## config.mk

```make
export PLATFORM = sky130hd
export DESIGN_NAME = imem_loader
export DESIGN_NICKNAME = d
export VERILOG_FILES = /design/src/rtl/imem_loader.sv
export SDC_FILE = /design/constraint.sdc
export NUM_CORES = 1
export LEC_CHECK = 0
export CORE_ASPECT_RATIO = 0.5
export CORE_MARGIN = 5
export CORE_UTILIZATION = 65
export DETAILED_ROUTE_END_ITERATION = 16
export DONT_BUFFER_PORTS = 1
export GPL_TIMING_DRIVEN = 0
export PLACE_DENSITY = 0.89
export SYNTH_ARGS = -nofsm -noshare
export SYNTH_HDL_FRONTEND = slang
export SYNTH_SLANG_ARGS = --single-unit
```

## constraint.sdc

```tcl
create_clock -name clk_i -period 8.61 [get_ports clk_i]
set_input_delay 1.722 -clock clk_i [delete_from_list [all_inputs] [get_ports clk_i]]
set_output_delay 1.722 -clock clk_i [all_outputs]
set_load 0.02 [all_outputs]
```

## src/rtl/imem_loader.sv

```systemverilog
// Byte-stream loader: packs big-endian bytes into 32-bit words, writes them to consecutive imem words, holds the CPU until done.
// Optional checksum byte after the image when IMEM_LOADER_CHECKSUM_EN is defined.
module imem_loader #(
  parameter int          ADDR_WIDTH = 8,
  parameter logic [31:0] BASE_ADDR  = 32'h0
) (
  input  logic                  clk_i,
  input  logic                  reset_i,
  input  logic                  start_i,
  input  logic [ADDR_WIDTH:0]   len_i,
  input  logic [7:0]            in_data_i,
  input  logic                  in_valid_i,
  output logic                  in_ready_o,
  output logic                  mem_we_o,
  output logic [31:0]           mem_addr_o,
  output logic [31:0]           mem_wdata_o,
  output logic                  cpu_hold_o,
  output logic                  done_o,
  output logic                  error_o,
  output logic [ADDR_WIDTH:0]   word_count_o
);

  localparam int                DEPTH   = 1 << ADDR_WIDTH;
  localparam logic [ADDR_WIDTH:0] DEPTH_L = (ADDR_WIDTH+1)'(DEPTH);

  typedef enum logic [2:0] {
    S_IDLE,
    S_RECV,
    S_WRITE,
`ifdef IMEM_LOADER_CHECKSUM_EN
    S_CHK,
`endif
    S_DONE
  } state_t;

  state_t                state_q, state_d;
  logic [1:0]            byte_cnt_q, byte_cnt_d;
  logic [31:0]           wdata_q, wdata_d;
  logic [31:0]           addr_q, addr_d;
  logic [ADDR_WIDTH:0]   wc_q, wc_d;
  logic [ADDR_WIDTH:0]   len_q, len_d;
  logic                  err_q, err_d;
  logic                  accept;
  logic                  more_words;
`ifdef IMEM_LOADER_CHECKSUM_EN
  logic [7:0]            csum_q, csum_d;
`endif

  assign accept     = in_valid_i & in_ready_o;
  assign more_words = ({1'b0, wc_q} + (ADDR_WIDTH+2)'(1)) < {1'b0, len_q};

  always_comb begin
    state_d    = state_q;
    byte_cnt_d = byte_cnt_q;
    wdata_d    = wdata_q;
    addr_d     = addr_q;
    wc_d       = wc_q;
    len_d      = len_q;
    err_d      = err_q;
`ifdef IMEM_LOADER_CHECKSUM_EN
    csum_d     = csum_q;
`endif
    case (state_q)
      S_IDLE, S_DONE: begin
        if (start_i) begin
          wc_d       = '0;
          err_d      = 1'b0;
          addr_d     = BASE_ADDR;
          byte_cnt_d = 2'd0;
          len_d      = len_i;
`ifdef IMEM_LOADER_CHECKSUM_EN
          csum_d     = 8'h00;
`endif
          if (len_i == '0) begin
`ifdef IMEM_LOADER_CHECKSUM_EN
            state_d = S_CHK;
`else
            state_d = S_DONE;
`endif
          end else if (len_i > DEPTH_L) begin
            state_d = S_DONE;
            err_d   = 1'b1;
          end else begin
            state_d = S_RECV;
          end
        end
      end
      S_RECV: begin
        if (accept) begin
          wdata_d    = {wdata_q[23:0], in_data_i};
          byte_cnt_d = byte_cnt_q + 2'd1;
`ifdef IMEM_LOADER_CHECKSUM_EN
          csum_d     = csum_q ^ in_data_i;
`endif
          if (byte_cnt_q == 2'd3) state_d = S_WRITE;
        end
      end
      S_WRITE: begin
        wc_d = wc_q + (ADDR_WIDTH+1)'(1);
        // Address only advances when another word follows, so it never runs past the last word.
        if (more_words) begin
          state_d = S_RECV;
          addr_d  = addr_q + 32'd4;
        end else begin
`ifdef IMEM_LOADER_CHECKSUM_EN
          state_d = S_CHK;
`else
          state_d = S_DONE;
`endif
        end
      end
`ifdef IMEM_LOADER_CHECKSUM_EN
      S_CHK: begin
        if (accept) begin
          err_d   = (in_data_i != csum_q);
          state_d = S_DONE;
        end
      end
`endif
      default: state_d = S_IDLE;
    endcase
  end

  always_ff @(posedge clk_i or posedge reset_i) begin
    if (reset_i) begin
      state_q    <= S_IDLE;
      byte_cnt_q <= 2'd0;
      wdata_q    <= 32'h0;
      addr_q     <= BASE_ADDR;
      wc_q       <= '0;
      len_q      <= '0;
      err_q      <= 1'b0;
`ifdef IMEM_LOADER_CHECKSUM_EN
      csum_q     <= 8'h00;
`endif
    end else begin
      state_q    <= state_d;
      byte_cnt_q <= byte_cnt_d;
      wdata_q    <= wdata_d;
      addr_q     <= addr_d;
      wc_q       <= wc_d;
      len_q      <= len_d;
      err_q      <= err_d;
`ifdef IMEM_LOADER_CHECKSUM_EN
      csum_q     <= csum_d;
`endif
    end
  end

`ifdef IMEM_LOADER_CHECKSUM_EN
  assign in_ready_o = (state_q == S_RECV) || (state_q == S_CHK);
`else
  assign in_ready_o = (state_q == S_RECV);
`endif
  assign mem_we_o     = (state_q == S_WRITE);
  assign mem_addr_o   = addr_q;
  assign mem_wdata_o  = wdata_q;
  assign done_o       = (state_q == S_DONE);
  assign error_o      = err_q;
  assign cpu_hold_o   = !((state_q == S_DONE) && !err_q);
  assign word_count_o = wc_q;

endmodule

```

=== Yosys cells after proc, flatten, opt, wreduce, memory -nomap -nowiden ===
Index checks and enable logic that the tools add are counted.

* Bits in registers: 88

* Eq/ne operators: 8
* Add/subtract/negate cells: 4
* $lt $le $gt $ge: 2
* Reductions and logical operators: 14
* Bitwise gates (word level): 1
* Muxes and demuxes: 17

{| class="wikitable"
|+ Operators by type and width
! cell !! count
|-
| $mux W32 || 2
|-
| $pmux W32 S2 || 1
|-
| $add A32 B3 Y32 const B || 1
|-
| $pmux W9 S2 || 1
|-
| $add A9 B1 Y10 const B || 1
|-
| $lt A10 B9 Y1 || 1
|-
| $mux W2 || 5
|-
| $add A9 B1 Y9 const B || 1
|-
| $gt A9 B9 Y1 const B || 1
|-
| $logic_not A9 Y1 || 1
|-
| $mux W3 || 3
|-
| $mux W9 || 1
|-
| $pmux W3 S3 || 1
|-
| $reduce_and A3 Y1 || 3
|-
| $eq A3 B2 Y1 const B || 2
|-
| $ne A2 B1 Y1 const B || 3
|-
| $reduce_and A2 Y1 || 3
|-
| $pmux W2 S2 || 1
|-
| $reduce_bool A2 Y1 || 2
|-
| $eq A3 B1 Y1 const B || 1
|-
| $logic_not A3 Y1 || 1
|-
| $add A2 B1 Y2 const B || 1
|-
| $eq A2 B2 Y1 const B || 1
|-
| $logic_not A1 Y1 || 2
|-
| other kinds (5) || 6
|}

=== Depth between registers and ports, before layout ===
Gate-level depths: netlist of run 1.

* Depth after elaboration: 5
* Gate-level depth with buffers: 12
* Depth with buffers taken out: 10

=== Worst setup path after synthesis of run 1 ===
No wires, ideal clock.

* Kind: in2reg
* Start point: in start_i
* End point: reg addr_q[6], in the netlist mem_addr_o[6]
* Library setup time: 0.087 ns
* Stages on the path: 6
* Slack: 5.676 ns
* Data arrival time: 2.847 ns
* Buffers on the path: 1
* Cells stage by stage: mux2i_1 > nor2_1 > a41oi_1 > clkbuf_1 > nand3_1 > o211ai_1

* Longest elaborated chain between the ends: 2

{| class="wikitable"
|+ Ends and longest elaborated chain
! item !! RTL line !! source
|-
| start, declared || 9 || <nowiki>input logic start_i,</nowiki>
|-
| $ne A2 B2 Y1 (no source line) || n/a ||
|-
| $reduce_and A3 Y1 (no source line) || n/a ||
|-
| end signal, assigned || 140 || <nowiki>addr_q <= addr_d;</nowiki>
|-
| end, declared || 39 || <nowiki>logic [31:0] addr_q, addr_d;</nowiki>
|}

No other way between the ends.
A chain may end at the register's enable or synchronous reset.

=== Worst setup path in the final report of run 1 ===
* Start point: reg wc_q[0], in the netlist word_count_o[0]
* End point: reg addr_q[13], in the netlist mem_addr_o[13]

* Longest elaborated chain between the ends: 4

{| class="wikitable"
|+ Ends and longest elaborated chain
! item !! RTL line !! source
|-
| start, declared || 40 || <nowiki>logic [ADDR_WIDTH:0] wc_q, wc_d;</nowiki>
|-
| start signal, assigned || 141 || <nowiki>wc_q <= wc_d;</nowiki>
|-
| $add A9 B1 Y10 || 50 || <nowiki>assign more_words = ({1'b0, wc_q} + (ADDR_WIDTH+2)'(1)) < {1'b0, len_q};</nowiki>
|-
| $lt A10 B9 Y1 || 50 ||
|-
| $ne A2 B1 Y1 (no source line) || n/a ||
|-
| $reduce_and A3 Y1 (no source line) || n/a ||
|}

No other way between the ends.

==> flow_summary.toml, run 1 <==
[sta]
fin_tns_setup_ps = 0
min_period_ps = 3760
worstMarginPinSlew_ps = 763
setup_viol = 0
max_freq_mhz = 266
rsz0062_at_grt = "false"
slew-limit-headroom_pct = 49.1
fin_worst_skew_ps = 4.89
finalHoldViolCount = 0
period_share_pct = 43.6
fin_ws_ps = 4850
drv_slew = 0

[placed_design]
port_buffers = 0
dp.cells = 529
place_ws_ps = 5090
place_hpwl_mm = 8.15
place_area_sq_um = 4650
gp_congestion = 0.900

[clock_network]
numClockSinks = 85
path_clk_slew_ps = 60
cts_resized = 0
root_buffer = "clkbuf_16"
holdBufCountCts = 0
clockBufferDepth = 2
clk_latency_ps = 340
numCtsBuffers = 9
cts_setup_buffers = 0
htree_num_levels = 3
cts_tree = "done"

[cells_and_area]
regArea_sq_um = 2130
diodes = 0
nets = 485
fin_util_pct = 74.6
final_cells = 545
fin_area_sq_um = 5000
fillCellCount = 466
drive_above_1_share_pct = 15.5
area_delta_synth_final_pct = 11.0
multi_input_area_sq_um = 2220

[min_path]
hp-class = "register to register"
worstHoldStart = "len_q[3]"
holdPathStages = 1
holdPathEnd = "len_q[3]"

[status]
status = "finished, final reports clean"

[power]
p_per_area_nw_per_um2 = 340
ir_worst_vdd_v = 0.000166
power.leakage_nw = 2.17

[floorplan]
die_y_um = 68.8
core_area_sq_um = 6700
start_util_pct = 67.2
dieArea_sq_um = 8790
rows = 21
ios = 99
die_x_um = 128

[setup_path]
regToRegStartpoint = "word_count_o[0]"
end_kind = "register"
cp-start-kind = "register"
r2r.worst_path.cells = 10
r2r_end = "mem_addr_o[13]"
critPathKind = "register to register"
r2r_slack_ps = 4850
cp.required_ps = 8830
worstPathArrival_ps = 3980
cp_max_fo = 10

[synth]
ys_dominant_reg_cell = "dfrtp_1"
synth_seq_cells = 85
synth.cell_area_sq_um = 4500
synth_seq_area_share_pct = 47.3
synth.distinct_cells = 59
avgSynthCellArea_sq_um = 10.3
synth-edff-count = 0
synthArstFlopShare_pct = 100
netlist_instances = 435
yosysWarnings = 0

[routing]
wire_per_inst_um = 21.1
drc_errors = 0
dr.pass1.iters = 5
via_count = 3692
drt_iter0_markers = 391
wirelength_mm = 11.5
postRouteAntennaNets = 0
vias_per_cell = 6.77

[grt]
grt_pass1_vias = 3652
antenna_found_initial = 0
track_usage_pct = 27.0
grt_pass1_wl_mm = 18.3
grt_overflow = 0
grt_max_degree = 61

[job]
cap_violations = 0
[state kept, by name, indices dropped and copies added, names as in the netlist]
name,cells
mem_addr_o,30
byte_cnt_q,2
word_count_o,9
len_q,9
error_o,1
mem_wdata_o,32
state_q,2
[stage by stage]
stage,hold slack (ps),power (mW)
2_1_floorplan,474,1.10
3_3_place_gp,488,1.21
3_5_place_dp,496,1.25
4_1_cts,512,1.70
5_1_grt,533,1.78
6_report,509,1.70
[cell families after synthesis]
family / Yosys count / share of synthesized area (%)
flops: 85 / 47.3
mux: 44 / 11.0
other cells: 1 / 0.0833
buf+inv: 39 / 3.42
xor+xnor: 8 / 1.56
compound gates: 69 / 11.1
simple gates: 173 / 21.2
fa+ha+maj: 16 / 4.45
[cell usage after synthesis (3+ instances only)]
| cell type | n | share of area (%) |
|---|---|---|
| mux2_2 | 42 | 11 |
| xnor2_1 | 4 | 0.78 |
| inv_1 | 17 | 1.4 |
| and4_1 | 4 | 0.78 |
| o211ai_1 | 4 | 0.67 |
| nor3_1 | 5 | 0.56 |
| nand3b_1 | 4 | 0.67 |
| or4_1 | 4 | 0.67 |
| nand4b_1 | 4 | 0.78 |
| nand4_1 | 10 | 1.4 |
| nor4_1 | 15 | 2.1 |
| nand2b_1 | 3 | 0.42 |
| a21o_1 | 3 | 0.50 |
| xor2_1 | 4 | 0.78 |
| a32o_1 | 6 | 1.3 |
| nor2_1 | 12 | 1.0 |
| and2_1 | 3 | 0.42 |
| ha_1 | 16 | 4.4 |
| a31oi_1 | 6 | 0.83 |
| o311ai_0 | 5 | 0.97 |
| and3_1 | 10 | 1.4 |
| o21ai_0 | 12 | 1.3 |
| nand2_1 | 45 | 3.8 |
| a22o_1 | 5 | 0.97 |
| a21oi_1 | 7 | 0.78 |
| nand3_1 | 38 | 4.2 |
| o22ai_1 | 4 | 0.56 |
| clkbuf_1 | 15 | 1.3 |
| buf_1 | 5 | 0.42 |
| dfrtp_1 | 85 | 47 |
[worst max path at each step]
stage / cells after the start / slack [ps] / to / start
after detailed placement: 10 / 5090 / mem_addr_o[13] / word_count_o[0]
after global routing: 10 / 4660 / mem_addr_o[13] / word_count_o[0]
final: 10 / 4850 / mem_addr_o[13] / word_count_o[0]
after CTS: 10 / 4940 / mem_addr_o[13] / word_count_o[0]
after floorplan: 1 / 4690 / byte_cnt_q[0] / reset_i
after global placement: 1 / 3920 / mem_addr_o[12] / reset_i
[worst max-delay path, stage by stage, from the launching register on]
cell,delay (ps)
dfrtp_1,540
ha_1,280
nand3_1,210
nor3_1,330
xor2_1,230
ha_1,290
a21oi_1,250
and4_1,250
clkbuf_1,460
nand2_1,350
o32ai_1,420
[placed cells by master (no fill, tap or decap), drive strengths merged, types with 4 or more instances in the layout]
cell,n
xnor2,4
o311ai,5
a31oi,6
buf,8
nor2,12
nand3,39
mux2,42
nor4,15
nand2,45
and4,5
and3,11
a22o,5
and2,5
inv,18
o211ai,4
clkbuf,25
nand3b,4
dfrtp,85
nand4,10
o22ai,4
a21oi,7
a32o,6
ha,16
nor3,5
nand4b,4
o21ai,13
or4,5
xor2,4
[power breakdown]
part	internal [mW]	switching [mW]
Combinational	0.210	0.312
Sequential	0.517	0.211
Clock	0.291	0.155
[final cells by class]
type	instances	area share [%]
buffer	22	1.80
clock buffer	10	4.78
clock inverter	6	2.18
inverter	17	1.33
multi-input combinational	312	44.5
sequential	85	42.6
tap	92	2.30
timing repair buffer	1	0.551
[routing by layer]
metal	vias up	GRT usage [%]	share of wire, %
met3	43	10.0	11
met1	1797	31.5	39
met4	0	12.0	2.8
met5	-	0	0
li1	1658	-	-
met2	194	45.9	47
Note: power is estimated with default switching activity, not from simulation.
==> run 2, diff against run 1 <==
--- a/config.mk
+++ b/config.mk
@@ -7,11 +7,11 @@
 export LEC_CHECK = 0
 export CORE_ASPECT_RATIO = 0.5
 export CORE_MARGIN = 5
-export CORE_UTILIZATION = 65
+export CORE_UTILIZATION = 64
 export DETAILED_ROUTE_END_ITERATION = 16
 export DONT_BUFFER_PORTS = 1
 export GPL_TIMING_DRIVEN = 0
-export PLACE_DENSITY = 0.89
+export PLACE_DENSITY = 0.88
 export SYNTH_ARGS = -nofsm -noshare
 export SYNTH_HDL_FRONTEND = slang
 export SYNTH_SLANG_ARGS = --single-unit
==> constraint.sdc (replaced) <==
create_clock -name clk_i -period 3.6 [get_ports clk_i]
set_input_delay 0.72 -clock clk_i [delete_from_list [all_inputs] [get_ports clk_i]]
set_output_delay 0.72 -clock clk_i [all_outputs]
set_load 0.02 [all_outputs]
==> run 2 against run 1 <==
Net effect: die area is 1.4% higher; critical path depth unchanged; wire length is 0.31% lower; fmax rose by 13%.
==> flow_summary.toml, run 2 (synthesis results as in run 1) <==
[status]
status = "finished, final reports clean"

[clock_network]
htree_num_levels = 3
cts_tree = "done"
clk_latency_ps = 340
numCtsBuffers = 9
numClockSinks = 85
root_buffer = "clkbuf_16"
path_clk_slew_ps = 60
clockBufferDepth = 2

[sta]
worstMarginPinSlew_ps = 620
drv_slew = 0
min_period_ps = 3340
setup_viol = 0
period_share_pct = 92.7
fin_tns_setup_ps = 0
fin_worst_skew_ps = 6.93
slew-limit-headroom_pct = 58.7
finalHoldViolCount = 0
max_freq_mhz = 300

[routing]
drt_iter0_markers = 463
wire_per_inst_um = 21.1
vias_per_cell = 6.74
postRouteAntennaNets = 0
via_count = 3660
dr.pass1.iters = 5
drc_errors = 0
wirelength_mm = 11.5

[grt]
grt_overflow = 0
antenna_found_initial = 0
grt_max_degree = 60
gr-usage-met3_pct = 10.3
track_usage_pct = 25.9
met2_usage_pct = 41.1
grt_pass1_vias = 3537
busiest_layer = "met2"
grt_pass1_wl_mm = 18.4
grt.met1_usage_pct = 32.1

[floorplan]
rows = 21
ios = 99
dieArea_sq_um = 8910
die_x_um = 129
die_y_um = 69.3
start_util_pct = 66.6
core_area_sq_um = 6750

[cells_and_area]
diodes = 0
layout_common_cells = "84 x dfrtp_1, 44 x nand2_1, 42 x mux2_2"
drive_above_1_share_pct = 16.6
nets = 484
fin_area_sq_um = 5000
largest_reg_flops = 32
layout_commonest_cell = "dfrtp_1"
fin_util_pct = 74.0
area_delta_synth_final_pct = 11.1

[min_path]
hp-class = "input port to async pin"

[setup_path]
cp_max_fo = 10
cp_cell_sequence = "ha_1, nand3_1, xnor2_1, ha_1, and2_0, o2111ai_1, a21oi_2, clkbuf_1, o21ai_0, a21oi_1"
cp-start-kind = "register"
max_stage_delay_ps = 500
end_kind = "register"
crit_path_frequent_cell = "ha_1"
cp.required_ps = 3870
slowest_stage = "dfrtp_1"
critPathKind = "register to register"
worstPathArrival_ps = 3600

[placed_design]
place_hpwl_mm = 8.01
place_area_sq_um = 4650
gp_congestion = 0.935
port_buffers = 0

[power]
power_frac_comb_pct = 31.3
pwr-share-clk_pct = 25.7
p_per_area_nw_per_um2 = 809
power.internal_mw = 2.42
power.leakage_nw = 2.17
ir_worst_vdd_v = 0.000296
netSwitchingFraction_pct = 40.1
switchingPower_mw = 1.62
sequentialPowerShare_pct = 43.0

[job]
cap_violations = 0
==> run 2: critical path: cells and delay by family (launching register included) <==
kind / cells / cell delay, ps
buffers and inverters: 1 / 420
and+or+nand+nor: 2 / 410
AOI/OAI and AO/OA: 4 / 1150
DFF: 1 / 500
xor gates and xnor gates: 1 / 200
adders and majority gates: 2 / 570
==> run 2: final timing paths <==
kind / start / to / slack (ps) / cells past startpoint
worst max-delay path: word_count_o[1] / state_q[1] / 260 / 10
worst min-delay path: reset_i / byte_cnt_q[0] / 230 / 1
worst max register to register: word_count_o[1] / state_q[1] / 260 / 10
worst min register to register: len_q[0] / len_q[0] / 510 / 1
max in group asynchronous: reset_i / word_count_o[0] / 2770 / 2
min in group clk_i: len_q[0] / len_q[0] / 510 / 1
==> run 2: per-layer routing <==
layer	vias to the layer above	share of wire [%]
met5	-	0
met4	0	1.9
met3	22	11
met2	176	47
met1	1798	40
li1	1664	-
==> run 2: area by class of cell <==
class	instances	area (sq um)
Tap cell	92	115
Multi-Input combinational cell	312	2240
Inverter	17	66.3
Fill cell	483	1760
Buffer	21	88.8
Clock buffer	10	229
Sequential cell	85	2130
Clock inverter	5	100
Timing Repair Buffer	1	27.5
==> run 2: what timing repair did <==
action,in CTS,in global routing
setup buffers,0,0
hold buffers,0,0
endpoints found under the setup margin,0,28
gates resized for setup,0,8
==> run 2: stage by stage <==
| stage | power [mW] | hold slack (ps) | worst slack (ps) | instances |
|---|---|---|---|---|
| global placement | 2.90 | 484 | -105 | 528 |
| finish | 4.04 | 231 | 262 | 543 |
| global route | 4.27 | 254 | -55.5 | 543 |
| detailed placement | 2.99 | 495 | 54.9 | 529 |
| floorplan | 2.62 | 474 | 687 | 436 |
| CTS | 4.04 | 233 | 28.4 | 544 |
==> run 2: power by group through the flow <==
stage | Combinational (mW) | Clock (mW) | Sequential (mW)
6_report | 1.27 | 1.04 | 1.74
5_1_grt | 1.40 | 1.09 | 1.78
4_1_cts | 1.25 | 1.05 | 1.74
3_3_place_gp | 1.17 | 0 | 1.73
3_5_place_dp | 1.23 | 0 | 1.76
2_1_floorplan | 0.958 | 0 | 1.66
